==> src/rtl/alu_pipe.sv <==
// Two-stage pipelined ALU with valid/ready handshakes, status flags and a result accumulator.
// Stage 1 holds the operands; stage 2 holds the result and flags presented downstream.
module alu_pipe #(
  parameter int WIDTH = 32
) (
  input  logic             clk,
  input  logic             rst,
  input  logic             in_valid,
  output logic             in_ready,
  input  logic [WIDTH-1:0] in_a,
  input  logic [WIDTH-1:0] in_b,
  input  logic [2:0]       in_op,
  input  logic             in_use_acc,
  output logic             out_valid,
  input  logic             out_ready,
  output logic [WIDTH-1:0] out_y,
  output logic             out_zero,
  output logic             out_neg,
  output logic             out_carry,
  output logic             out_ovf,
  output logic [WIDTH-1:0] acc_q
);

  localparam logic [2:0] OP_AND  = 3'b000;
  localparam logic [2:0] OP_OR   = 3'b001;
  localparam logic [2:0] OP_ADD  = 3'b010;
  localparam logic [2:0] OP_XOR  = 3'b011;
  localparam logic [2:0] OP_ANDN = 3'b100;
  localparam logic [2:0] OP_ORN  = 3'b101;
  localparam logic [2:0] OP_SUB  = 3'b110;
  localparam logic [2:0] OP_SLT  = 3'b111;

  // Returns {carry, ovf, y}; SUB and SLT share the A + ~B + 1 adder.
  function automatic logic [WIDTH+1:0] alu_eval(
    input logic [WIDTH-1:0] a,
    input logic [WIDTH-1:0] b,
    input logic [2:0]       op
  );
    logic [WIDTH:0]   add_sum;
    logic [WIDTH:0]   sub_sum;
    logic             add_ovf;
    logic             sub_ovf;
    logic [WIDTH-1:0] y;
    logic             c;
    logic             v;
    add_sum = {1'b0, a} + {1'b0, b};
    sub_sum = {1'b0, a} + {1'b0, ~b} + {{WIDTH{1'b0}}, 1'b1};
    add_ovf = (a[WIDTH-1] == b[WIDTH-1]) && (add_sum[WIDTH-1] != a[WIDTH-1]);
    sub_ovf = (a[WIDTH-1] != b[WIDTH-1]) && (sub_sum[WIDTH-1] != a[WIDTH-1]);
    y = '0;
    c = 1'b0;
    v = 1'b0;
    case (op)
      OP_AND:  y = a & b;
      OP_OR:   y = a | b;
      OP_ADD: begin
        y = add_sum[WIDTH-1:0];
        c = add_sum[WIDTH];
        v = add_ovf;
      end
      OP_XOR:  y = a ^ b;
      OP_ANDN: y = a & ~b;
      OP_ORN:  y = a | ~b;
      OP_SUB: begin
        y = sub_sum[WIDTH-1:0];
        c = sub_sum[WIDTH];
        v = sub_ovf;
      end
      OP_SLT:  y = {{(WIDTH-1){1'b0}}, sub_sum[WIDTH-1] ^ sub_ovf};
      default: y = '0;
    endcase
    return {c, v, y};
  endfunction

  logic             s1_valid_r;
  logic [WIDTH-1:0] s1_a_r;
  logic [WIDTH-1:0] s1_b_r;
  logic [2:0]       s1_op_r;
  logic             s1_use_acc_r;
  logic             s2_valid_r;

  logic             s1_advance_s;
  logic             in_fire_s;
  logic [WIDTH-1:0] a_eff_s;
  logic [WIDTH-1:0] res_y_s;
  logic             res_carry_s;
  logic             res_ovf_s;

  assign s1_advance_s = s1_valid_r && (!s2_valid_r || out_ready);
  assign in_ready     = !rst && (!s1_valid_r || s1_advance_s);
  assign in_fire_s    = in_valid && in_ready;
  assign out_valid    = s2_valid_r;

  // The accumulator is read at compute time so back-to-back use_acc ops chain without forwarding.
  assign a_eff_s = s1_use_acc_r ? acc_q : s1_a_r;
  assign {res_carry_s, res_ovf_s, res_y_s} = alu_eval(a_eff_s, s1_b_r, s1_op_r);

  // Operand stage: capture on input handshake, drain when the result stage takes the beat.
  always_ff @(posedge clk or posedge rst) begin
    if (rst) begin
      s1_valid_r   <= 1'b0;
      s1_a_r       <= '0;
      s1_b_r       <= '0;
      s1_op_r      <= 3'b000;
      s1_use_acc_r <= 1'b0;
    end else begin
      if (in_fire_s) begin
        s1_valid_r   <= 1'b1;
        s1_a_r       <= in_a;
        s1_b_r       <= in_b;
        s1_op_r      <= in_op;
        s1_use_acc_r <= in_use_acc;
      end else if (s1_advance_s) begin
        s1_valid_r <= 1'b0;
      end
    end
  end

  // Result stage and accumulator: load together when S1 advances, otherwise hold until retired.
  always_ff @(posedge clk or posedge rst) begin
    if (rst) begin
      s2_valid_r <= 1'b0;
      out_y      <= '0;
      out_zero   <= 1'b0;
      out_neg    <= 1'b0;
      out_carry  <= 1'b0;
      out_ovf    <= 1'b0;
      acc_q      <= '0;
    end else begin
      if (s1_advance_s) begin
        s2_valid_r <= 1'b1;
        out_y      <= res_y_s;
        out_zero   <= (res_y_s == '0);
        out_neg    <= res_y_s[WIDTH-1];
        out_carry  <= res_carry_s;
        out_ovf    <= res_ovf_s;
        acc_q      <= res_y_s;
      end else if (s2_valid_r && out_ready) begin
        s2_valid_r <= 1'b0;
      end
    end
  end

endmodule

==> config.mk <==
export PLATFORM = sky130hd
export DESIGN_NAME = alu_pipe
export DESIGN_NICKNAME = d
export VERILOG_FILES = /design/src/rtl/alu_pipe.sv
export SDC_FILE = /design/constraint.sdc
export NUM_CORES = 1
export LEC_CHECK = 0
export ABC_CLOCK_PERIOD_IN_PS = 11300
export CAP_MARGIN = 30
export CORE_MARGIN = 2
export CORE_UTILIZATION = 49
export CTS_BUF_LIST = sky130_fd_sc_hd__clkbuf_8 sky130_fd_sc_hd__clkbuf_16
export CTS_CLUSTER_DIAMETER = 150
export DETAILED_ROUTE_END_ITERATION = 12
export PLACE_DENSITY = 0.73
export SKIP_LAST_GASP = 1
export SLEW_MARGIN = 20
export SYNTH_ARGS = -nofsm -noshare
export SYNTH_HDL_FRONTEND = slang
export SYNTH_SLANG_ARGS = --single-unit
==> constraint.sdc <==
create_clock -name clk -period 11.3 [get_ports clk]
set_input_delay 3.39 -clock clk [delete_from_list [all_inputs] [get_ports clk]]
set_output_delay 3.39 -clock clk [all_outputs]
set_load 0.02 [all_outputs]
# Word level (Yosys, flattened, before mapping)
# Cells that the tools add are included.
# op_classes
n_eq_ne	11
n_bitwise	7
add_sub_neg	3
mux	8
n_reduce_logical	15
# op_table
cell	n
$pmux 32 s8	1
$add 32x32->33	2
$and 32x32->32	2
$or 32x32->32	2
$add 33x1->33 const B	1
$logic_not 32->1	1
$mux 32	1
$not 32->32	1
$xor 32x32->32	1
$eq 3x3->1 const B	4
$eq 3x2->1 const B	2
$logic_and 1x1->1	6
$mux 1	4
$pmux 1 s2	2
$reduce_bool 2->1	2
$eq 3x1->1 const B	1
$logic_not 1->1	3
$logic_not 3->1	1
$ne 1x1->1	3
$logic_or 1x1->1	2
$eq 1x1->1	1
$xor 1x1->1	1
# totals
word_cells	55
inputBits	72
ff_bits	106

# Depth between registers and ports, before layout
# Gate-level depths: netlist of run 1.
# logic_depth
word_depth	8
mapped_depth	27

# Least setup slack after synthesis of run 1
# OpenSTA, ideal clock, no wires.
# synth_path
path_kind	input-to-output
start	input port out_ready
end	output port in_ready
path_stages	2
t_required_ps	7910
path_buffers	0
slack_ps	4081
arrival_time_ps	3829
path_cell_list	nor2b_1 a21oi_1
# synth_via
elab_chain_len	4
# synth_rtl
item	line	source
start: declaration	15	input logic out_ready,
$logic_or 1x1->1	89	assign s1_advance_s = s1_valid_r && (!s2_valid_r || out_ready);
$logic_and 1x1->1	89	
$logic_or 1x1->1	90	assign in_ready = !rst && (!s1_valid_r || s1_advance_s);
$logic_and 1x1->1	90	
end: declaration	9	output logic in_ready,
# No other way between the ends.

# Final worst setup path of run 1
# Ends and elaborated chain as after synthesis.

==> impl_summary.log, run 1 <==
[metrics] maxcap violations: 0
[metrics] overall power consumption: 3.12 mW
[metrics] fin area: 11900 sq um
[metrics] area fraction of the dominant cell type after synthesis: 25.6%
[metrics] count of boundary I/O pins: roughly 140
[metrics] most common flop cell mapped by yosys: sky130_fd_sc_hd__dfrtp_1
[metrics] via count of the first global-routing pass: 9125
[metrics] detailed-route wire length: between 30 and 40 mm
[metrics] mean area per synthesized cell: approximately 8.5 sq um
[metrics] vias after detailed routing: roughly 9.5k
[metrics] measured slew at the worst slew-check pin: 943 ps
[metrics] total number of H-tree levels: 3
[metrics] Max Buffers Root-to-Sink: 2
[metrics] crit start category: primary input
[metrics] area growth from synthesis to final layout: 15.7%
[metrics] Final Slew Violations: 0
[metrics] CP peak stage delay: ~670 ps
[metrics] cell at the slowest stage of the critical path: sky130_fd_sc_hd__clkdlybuf4s50_1
[metrics] Worst-path clk slew: 90 ps
[metrics] hold buffer count at CTS: 0
[metrics] sum of routed wire segments on met1: 14.2 mm
[metrics] mapped cell area: 10200 sq um
[metrics] sum of met3 wire segment lengths after detailed routing: 2.66 mm
[metrics] Post-synth EDFFs: 0
[metrics] antenna violations before repair: 1
[metrics] overall die height: around 150 um
[metrics] sequential share of the synthesized area: 25.6%
[metrics] GP Congestion: 0.966
[metrics] cell chain of the critical path: clkdlybuf4s50_1 -> nor2b_1 -> a21oi_1 -> clkdlybuf4s50_1
[metrics] setup bufs post-CTS: 0
[metrics] core area: 20400 sq um
[metrics] largest net degree at the start of global routing: 70
[metrics] Port-buffer cells: 141
[metrics] setup repair after global routing missed its margin: false
[metrics] number of clock sinks: 105
[metrics] kind of critical path: in2out
[metrics] Die X-Extent: 149 um
[metrics] Yosys cell types: slightly below 90
[metrics] dominant cells by area after synthesis: sky130_fd_sc_hd__dfrtp_1 (26%), sky130_fd_sc_hd__mux2_2 (11%), sky130_fd_sc_hd__ha_1 (8.2%), sky130_fd_sc_hd__a21oi_1 (4.4%), sky130_fd_sc_hd__o21ai_0 (3.4%)
[metrics] layout cells sized above 1: a little over an eighth
[metrics] number of inserted filler cells in the final layout: between 1.5k and 2k
[metrics] Critical Path Fanout Max: 2
[metrics] outcome: completed
[metrics] wire length on met2: 13.9 mm
[metrics] most frequent cell on the critical path: sky130_fd_sc_hd__clkdlybuf4s50_1
[metrics] cell chosen for the clock root: sky130_fd_sc_hd__clkbuf_16
[metrics] leakage power figure: 4.96 nW
[metrics] Rel. slew slack: 36.6%
[metrics] critical path buffer and inverter count: 2
[metrics] PwrDens: 263 nW/um^2
[metrics] cells resized by post-CTS repair: 0
[metrics] overflow left after global routing: 0
[metrics] GRT Resource Usage Total: between 20% and 30%
[metrics] period utilisation layout: around 73%
[metrics] average routed wire per standard cell: 20.6 um
[metrics] post-route ant nets: 0
[metrics] type of element capturing the critical path: output port
[metrics] clock latency of the later-clocked register in the worst-skew pair: between 300 and 400 ps
[metrics] highest metal used: met4
[metrics] endpoint arrival time on the critical path: 4910 ps
[metrics] row cnt: 52
[metrics] number of hold violations in the final report: 0
[metrics] detailed router's first-iteration violation count: 998
[metrics] path class of the lowest-slack min-delay path: reg2reg
[metrics] final critical path time including I/O delays and setup: 8300 ps
[metrics] Detailed Place HPWL: 23.2 mm
[metrics] worst voltage drop across the vdd grid: 0.143 mV
[metrics] mean number of vias per cell: 6.20
[metrics] diode insertion count for antenna repair: 0
[metrics] final net count: 1402
[metrics] max frequency: 120 MHz
[metrics] clock tree from TritonCTS: yes
[metrics] Placed Area: 11500 sq um
[metrics] Syn Nets: between 1k and 1.5k
[metrics] largest delay contributor family on the critical path: buffers and inverters
[metrics] Worst Skew: 17.0 ps
[metrics] final setup fails: 0
[metrics] synthesized instance count: ~1.2k
[metrics] drc violations: 0
[metrics] first-pass GRT wire length: 50.1 mm
[metrics] total CTS buffers: 9
[metrics] proportion of synthesized flip-flops having asynchronous set or reset: 100%
[metrics] number of warnings printed during yosys synthesis: 0
[metrics] register bit count reported by yosys: between 100 and 150
[metrics] setup TNS after final layout: 0 ps
[metrics] Worst EP required: between 7000 and 8000 ps
[metrics] Yosys top cell by area: sky130_fd_sc_hd__dfrtp_1
[metrics] Die Area: approximately 22000 sq um
[metrics] starting utilization of the core area: 50.3%
[metrics] first-pass iteration count of the detailed router: 6
## area by class of cell
class | instances | area (sq um) | area share [%]
Inverter | 73 | 277 | 2.33
Sequential cell | 105 | 2630 | 22.2
Clock buffer | 9 | 225 | 1.90
Clock inverter | 7 | 87.6 | 0.739
Multi-Input combinational cell | 918 | 6790 | 57.3
Timing Repair Buffer | 153 | 1510 | 12.8
Tap cell | 270 | 338 | 2.85
## cells in the final DEF, fill, tap and decap left out, types with 29 or more instances in the layout
| cell | count |
|---|---|
| sky130_fd_sc_hd__clkdlybuf4s50_1 | 141 |
| sky130_fd_sc_hd__dfrtp_1 | 104 |
| sky130_fd_sc_hd__mux2_2 | 103 |
| sky130_fd_sc_hd__a21oi_1 | 90 |
| sky130_fd_sc_hd__nand2_1 | 89 |
| sky130_fd_sc_hd__nor2_1 | 77 |
| sky130_fd_sc_hd__o21ai_0 | 69 |
| sky130_fd_sc_hd__inv_1 | 68 |
| sky130_fd_sc_hd__ha_1 | 67 |
| sky130_fd_sc_hd__xor2_1 | 29 |
## flip-flops by register name, summed over array words and instances, names as in the netlist
register	cells
out_ovf	1
s1_a_r	32
out_valid	1
out_zero	1
acc_q	31
s1_use_acc_r	1
s1_b_r	32
s1_valid_r	1
out_carry	1
s1_op_r	3
out_neg	1
## synthesized netlist by cell type, drive strengths merged, types with 4 or more instances
library cell and instances:
o221ai 10, a221oi 5, a311oi 4, o211ai 14, a21o 15, clkbuf 32
o311ai 9, and2 5, a221o 5, o22ai 6, nor3 27, a2111oi 6
dfrtp 105, o31ai 20, nor2b 22, nand3 21, a31oi 12, nor3b 4
or3 8, o21bai 6, nor2 78, a211o 4, inv 72, a21oi 90
nor4 12, o21a 4, buf 72, mux2i 18, a22oi 7, a211oi 15
o21ai 76, and3 4, nand2 91, xor2 29, xnor2 19, ha 67
maj3 29, nand2b 16, nand4 8, mux2 104
## per-stage QoR
step           utilization (%)  std cells  hold slack [ps]  setup WS, ps
2_1_floorplan                -       1200              472          4080
3_3_place_gp              56.5       1517              481          3070
3_5_place_dp              56.5       1517              484          3000
4_1_cts                   58.1       1533              504          2990
5_1_grt                   58.2       1535              521          2920
6_report                  58.2       1535              492          3000
## worst reg2reg max path: cells and delay by family (launching register included)
kind                     cells  cell delay [ps]
AO/OA/AOI/OAI               13             3120
adder cells (fa/ha/maj)      2              950
buffers and inverters        1              300
flip-flops                   1              360
multiplexers                 1              430
AND/OR/NAND/NOR              4              920
## where the power goes
| group | switching [mW] | internal, mW |
|---|---|---|
| Sequential | 0.103 | 0.474 |
| Clock | 0.174 | 0.159 |
| Combinational | 1.33 | 0.882 |
## kinds of logic after synthesis
| family | share of synthesized area [%] |
|---|---|
| simple gates | 14.5 |
| flops | 25.6 |
| xor+xnor | 4.10 |
| compound gates | 22.7 |
| fa+ha+maj | 11.6 |
| mux | 13.2 |
| buf+inv | 8.27 |
## path summary, 6_finish.rpt
path,slack [ps],start,cells past startpoint,to
max,3000,out_ready,4,in_ready
min,490,out_ovf,2,out_ovf
max reg2reg,5130,s1_use_acc_r,21,out_zero
min reg2reg,490,out_ovf,2,out_ovf
max in group asynchronous,6660,rst,3,acc_q[16]
min in group asynchronous,3500,rst,2,s1_b_r[25]
## layer usage
metal	global-route usage [%]	vias up
li1	-	4443
met2	44.7	473
met3	5.15	78
met1	41.1	4523
met4	8.62	0
met5	0	-
(Power assumes the default switching activity.)
==> run 2: changes to the inputs <==
--- a/config.mk
+++ b/config.mk
@@ -5,7 +5,7 @@
 export SDC_FILE = /design/constraint.sdc
 export NUM_CORES = 1
 export LEC_CHECK = 0
-export ABC_CLOCK_PERIOD_IN_PS = 11300
+export ABC_CLOCK_PERIOD_IN_PS = 8160
 export CAP_MARGIN = 30
 export CORE_MARGIN = 2
 export CORE_UTILIZATION = 49
==> constraint.sdc (replaced) <==
create_clock -name clk -period 8.16 [get_ports clk]
set_input_delay 2.448 -clock clk [delete_from_list [all_inputs] [get_ports clk]]
set_output_delay 2.448 -clock clk [all_outputs]
set_load 0.02 [all_outputs]
==> impl_summary.log, run 2 (synthesized netlist as in run 1, its figures left out) <==
[metrics] overall power consumption: 4.34 mW (+39%)
[metrics] post-route ant nets: 0 (unchanged)
[metrics] final setup fails: 0 (unchanged)
[metrics] GP Congestion: 0.995 (+2.9%)
[metrics] kind of critical path: in2out
[metrics] antenna violations before repair: 0 (-1)
[metrics] detailed router's first-iteration violation count: 816 (-18%)
[metrics] path class of the lowest-slack min-delay path: reg2reg
[metrics] Placed Area: 11500 sq um (about the same)
[metrics] count of cells along the worst register-to-register path: 22 (+4.8%)
[metrics] drc violations: 0 (unchanged)
[metrics] Worst Skew: 11.3 ps (-5.63 ps)
[metrics] detailed-route wire length: 32.3 mm (+2.0%)
[metrics] total number of H-tree levels: 3 (unchanged)
[metrics] number of hold violations in the final report: 0 (unchanged)
[metrics] leakage power figure: 4.96 nW (about the same)
[metrics] crit start category: primary input
[metrics] Rel. slew slack: 36.0% (-0.58 points)
[metrics] vias after detailed routing: 9617 (+1.1%)
[metrics] most common library cell in the layout ignoring fill and taps: sky130_fd_sc_hd__clkdlybuf4s50_1
[metrics] setup TNS after final layout: 0 ps (unchanged)
[metrics] period utilisation layout: about four fifths
[metrics] maxcap violations: 0 (unchanged)
[metrics] mean number of vias per cell: 6.27 (+1.1%)
[metrics] met2 track utilization from global routing: 44.2% (-0.46 points)
[metrics] CP peak stage delay: 670 ps (about the same)
[metrics] hold buffer count at CTS: 0 (unchanged)
[metrics] setup repair after global routing missed its margin: false
[metrics] number of clock sinks: 105 (unchanged)
[metrics] most frequent cell on the critical path: sky130_fd_sc_hd__clkdlybuf4s50_1
[metrics] clock latency of the later-clocked register in the worst-skew pair: 380 ps (about the same)
[metrics] Port-buffer cells: 141 (unchanged)
[metrics] PwrDens: 366 nW/um^2 (+39%)
[metrics] starting utilization of the core area: 50.3% (unchanged)
[metrics] cells resized by post-CTS repair: 0 (unchanged)
[metrics] row cnt: 52 (unchanged)
[metrics] setup bufs post-CTS: 0 (unchanged)
[metrics] DP Worst Slack: 1780 ps (-1220 ps)
[metrics] final net count: 1402 (unchanged)
[metrics] largest net degree at the start of global routing: 70 (unchanged)
[metrics] biggest registers after layout: s1_a_r (32), s1_b_r (32), acc_q (31)
[metrics] endpoint arrival time on the critical path: 3930 ps (-980 ps)
[metrics] worst voltage drop across the vdd grid: 0.229 mV (+60%)
[metrics] first-pass iteration count of the detailed router: 6 (unchanged)
[metrics] average routed wire per standard cell: 21.0 um (+2.0%)
[metrics] measured slew at the worst slew-check pin: 957 ps (+14.5 ps)
[metrics] Critical Path Fanout Max: 2 (unchanged)
[metrics] via count of the first global-routing pass: 9069 (-0.61%)
[metrics] Max Buffers Root-to-Sink: 2 (unchanged)
[metrics] Die Area: 22100 sq um (unchanged)
[metrics] Worst-path clk slew: 80 ps (about the same)
[metrics] area growth from synthesis to final layout: 15.6% (about the same)
[metrics] global-route layer with the greatest usage: met2
[metrics] count of boundary I/O pins: 142 (unchanged)
[metrics] Die X-Extent: 149 um (unchanged)
[metrics] final critical path time including I/O delays and setup: 6380 ps
[metrics] met1 demand-to-capacity share in global routing: 41.7% (+0.65 points)
[metrics] core area: 20400 sq um (unchanged)
[metrics] first-pass GRT wire length: 50.5 mm (+0.65%)
[metrics] Worst EP required: 5710 ps (-2200 ps)
[metrics] hold path depth: 2 (unchanged)
[metrics] type of element capturing the critical path: output port
[metrics] Final Slew Violations: 0 (unchanged)
[metrics] global routing met3 resource utilization: 5.95% (+0.80 points)
[metrics] overflow left after global routing: 0 (unchanged)
[metrics] GRT Resource Usage Total: 29.1% (+0.24 points)
[metrics] overall die height: 149 um (unchanged)
[metrics] cell at the slowest stage of the critical path: sky130_fd_sc_hd__clkdlybuf4s50_1
[metrics] total CTS buffers: 9 (unchanged)
[metrics] layout cells sized above 1: 13.2% (-0.079 points)
[metrics] outcome: completed
[metrics] max frequency: ~160 MHz
[metrics] cell chain of the critical path: clkdlybuf4s50_1 -> nor2b_1 -> a21oi_1 -> clkdlybuf4s50_1
[metrics] fin area: 11800 sq um (about the same)
[metrics] top library cells by usage in the layout, fill and taps aside: sky130_fd_sc_hd__clkdlybuf4s50_1 (141), sky130_fd_sc_hd__dfrtp_1 (104), sky130_fd_sc_hd__mux2_2 (103), sky130_fd_sc_hd__a21oi_1 (90), sky130_fd_sc_hd__nand2_1 (89)
[metrics] worst setup margin: 1780 ps (-1210 ps)
[metrics] Detailed Place HPWL: 23.7 mm (+2.1%)
[metrics] cell chosen for the clock root: sky130_fd_sc_hd__clkbuf_16
[metrics] clock tree from TritonCTS: yes
[metrics] diode insertion count for antenna repair: 0 (unchanged)
[run 2: cell types whose count changed in the layout (fill, tap and decap cells not counted)]
cell / before / now
sky130_fd_sc_hd__clkinv_8: 3 / 2
sky130_fd_sc_hd__inv_6: 0 / 3
sky130_fd_sc_hd__clkinvlp_4: 1 / 0
sky130_fd_sc_hd__clkinv_4: 1 / 0
sky130_fd_sc_hd__buf_1: 0 / 1
sky130_fd_sc_hd__inv_8: 2 / 1
sky130_fd_sc_hd__clkbuf_2: 1 / 0
sky130_fd_sc_hd__clkbuf_8: 0 / 1
[run 2: worst max-delay path, delay by kind of cell]
family | cells | cell delay, ps
and+or+nand+nor | 1 | 60
AOI/OAI and AO/OA | 1 | 280
buffers and inverters | 2 | 1140
[run 2: through the flow]
step,std cells,hold WS [ps],util (%)
final,1535,507,58.2
after floorplan,1200,472,-
after CTS,1534,510,58.1
after detailed placement,1518,492,56.6
after global routing,1535,525,58.2
after global placement,1517,481,56.5
[run 2: final timing paths]
check | start | end | slack (ps)
setup / recovery | out_ready | in_ready | 1780
hold / removal | out_carry | out_carry | 510
setup reg to reg | s1_use_acc_r | out_zero | 2420
hold reg to reg | out_carry | out_carry | 510
max in group asynchronous | rst | s1_use_acc_r | 4410
min in group asynchronous | rst | s1_b_r[25] | 2520
[run 2: cell type report]
| cell class | count | area [sq um] |
|---|---|---|
| clock buffers | 10 | 239 |
| well taps | 270 | 338 |
| multi-input cells | 918 | 6790 |
| clock inverters | 6 | 70.1 |
| flip-flops and latches | 105 | 2630 |
| fillers | 1848 | 8520 |
| inverters | 73 | 277 |
| repair buffers | 153 | 1510 |
[run 2: where the power goes]
| part | total, mW | internal [mW] | switching, mW |
|---|---|---|---|
| combinational | 3.07 | 1.22 | 1.85 |
| sequential | 0.813 | 0.657 | 0.157 |
| clock | 0.460 | 0.227 | 0.233 |
| total | 4.34 | 2.10 | 2.24 |
[run 2: layer usage]
layer / routed length, um / vias up
li1: - / 4467
met1: 14100 / 4565
met2: 14000 / 510
met3: 3380 / 75
met4: 813 / 0
met5: 0 / -
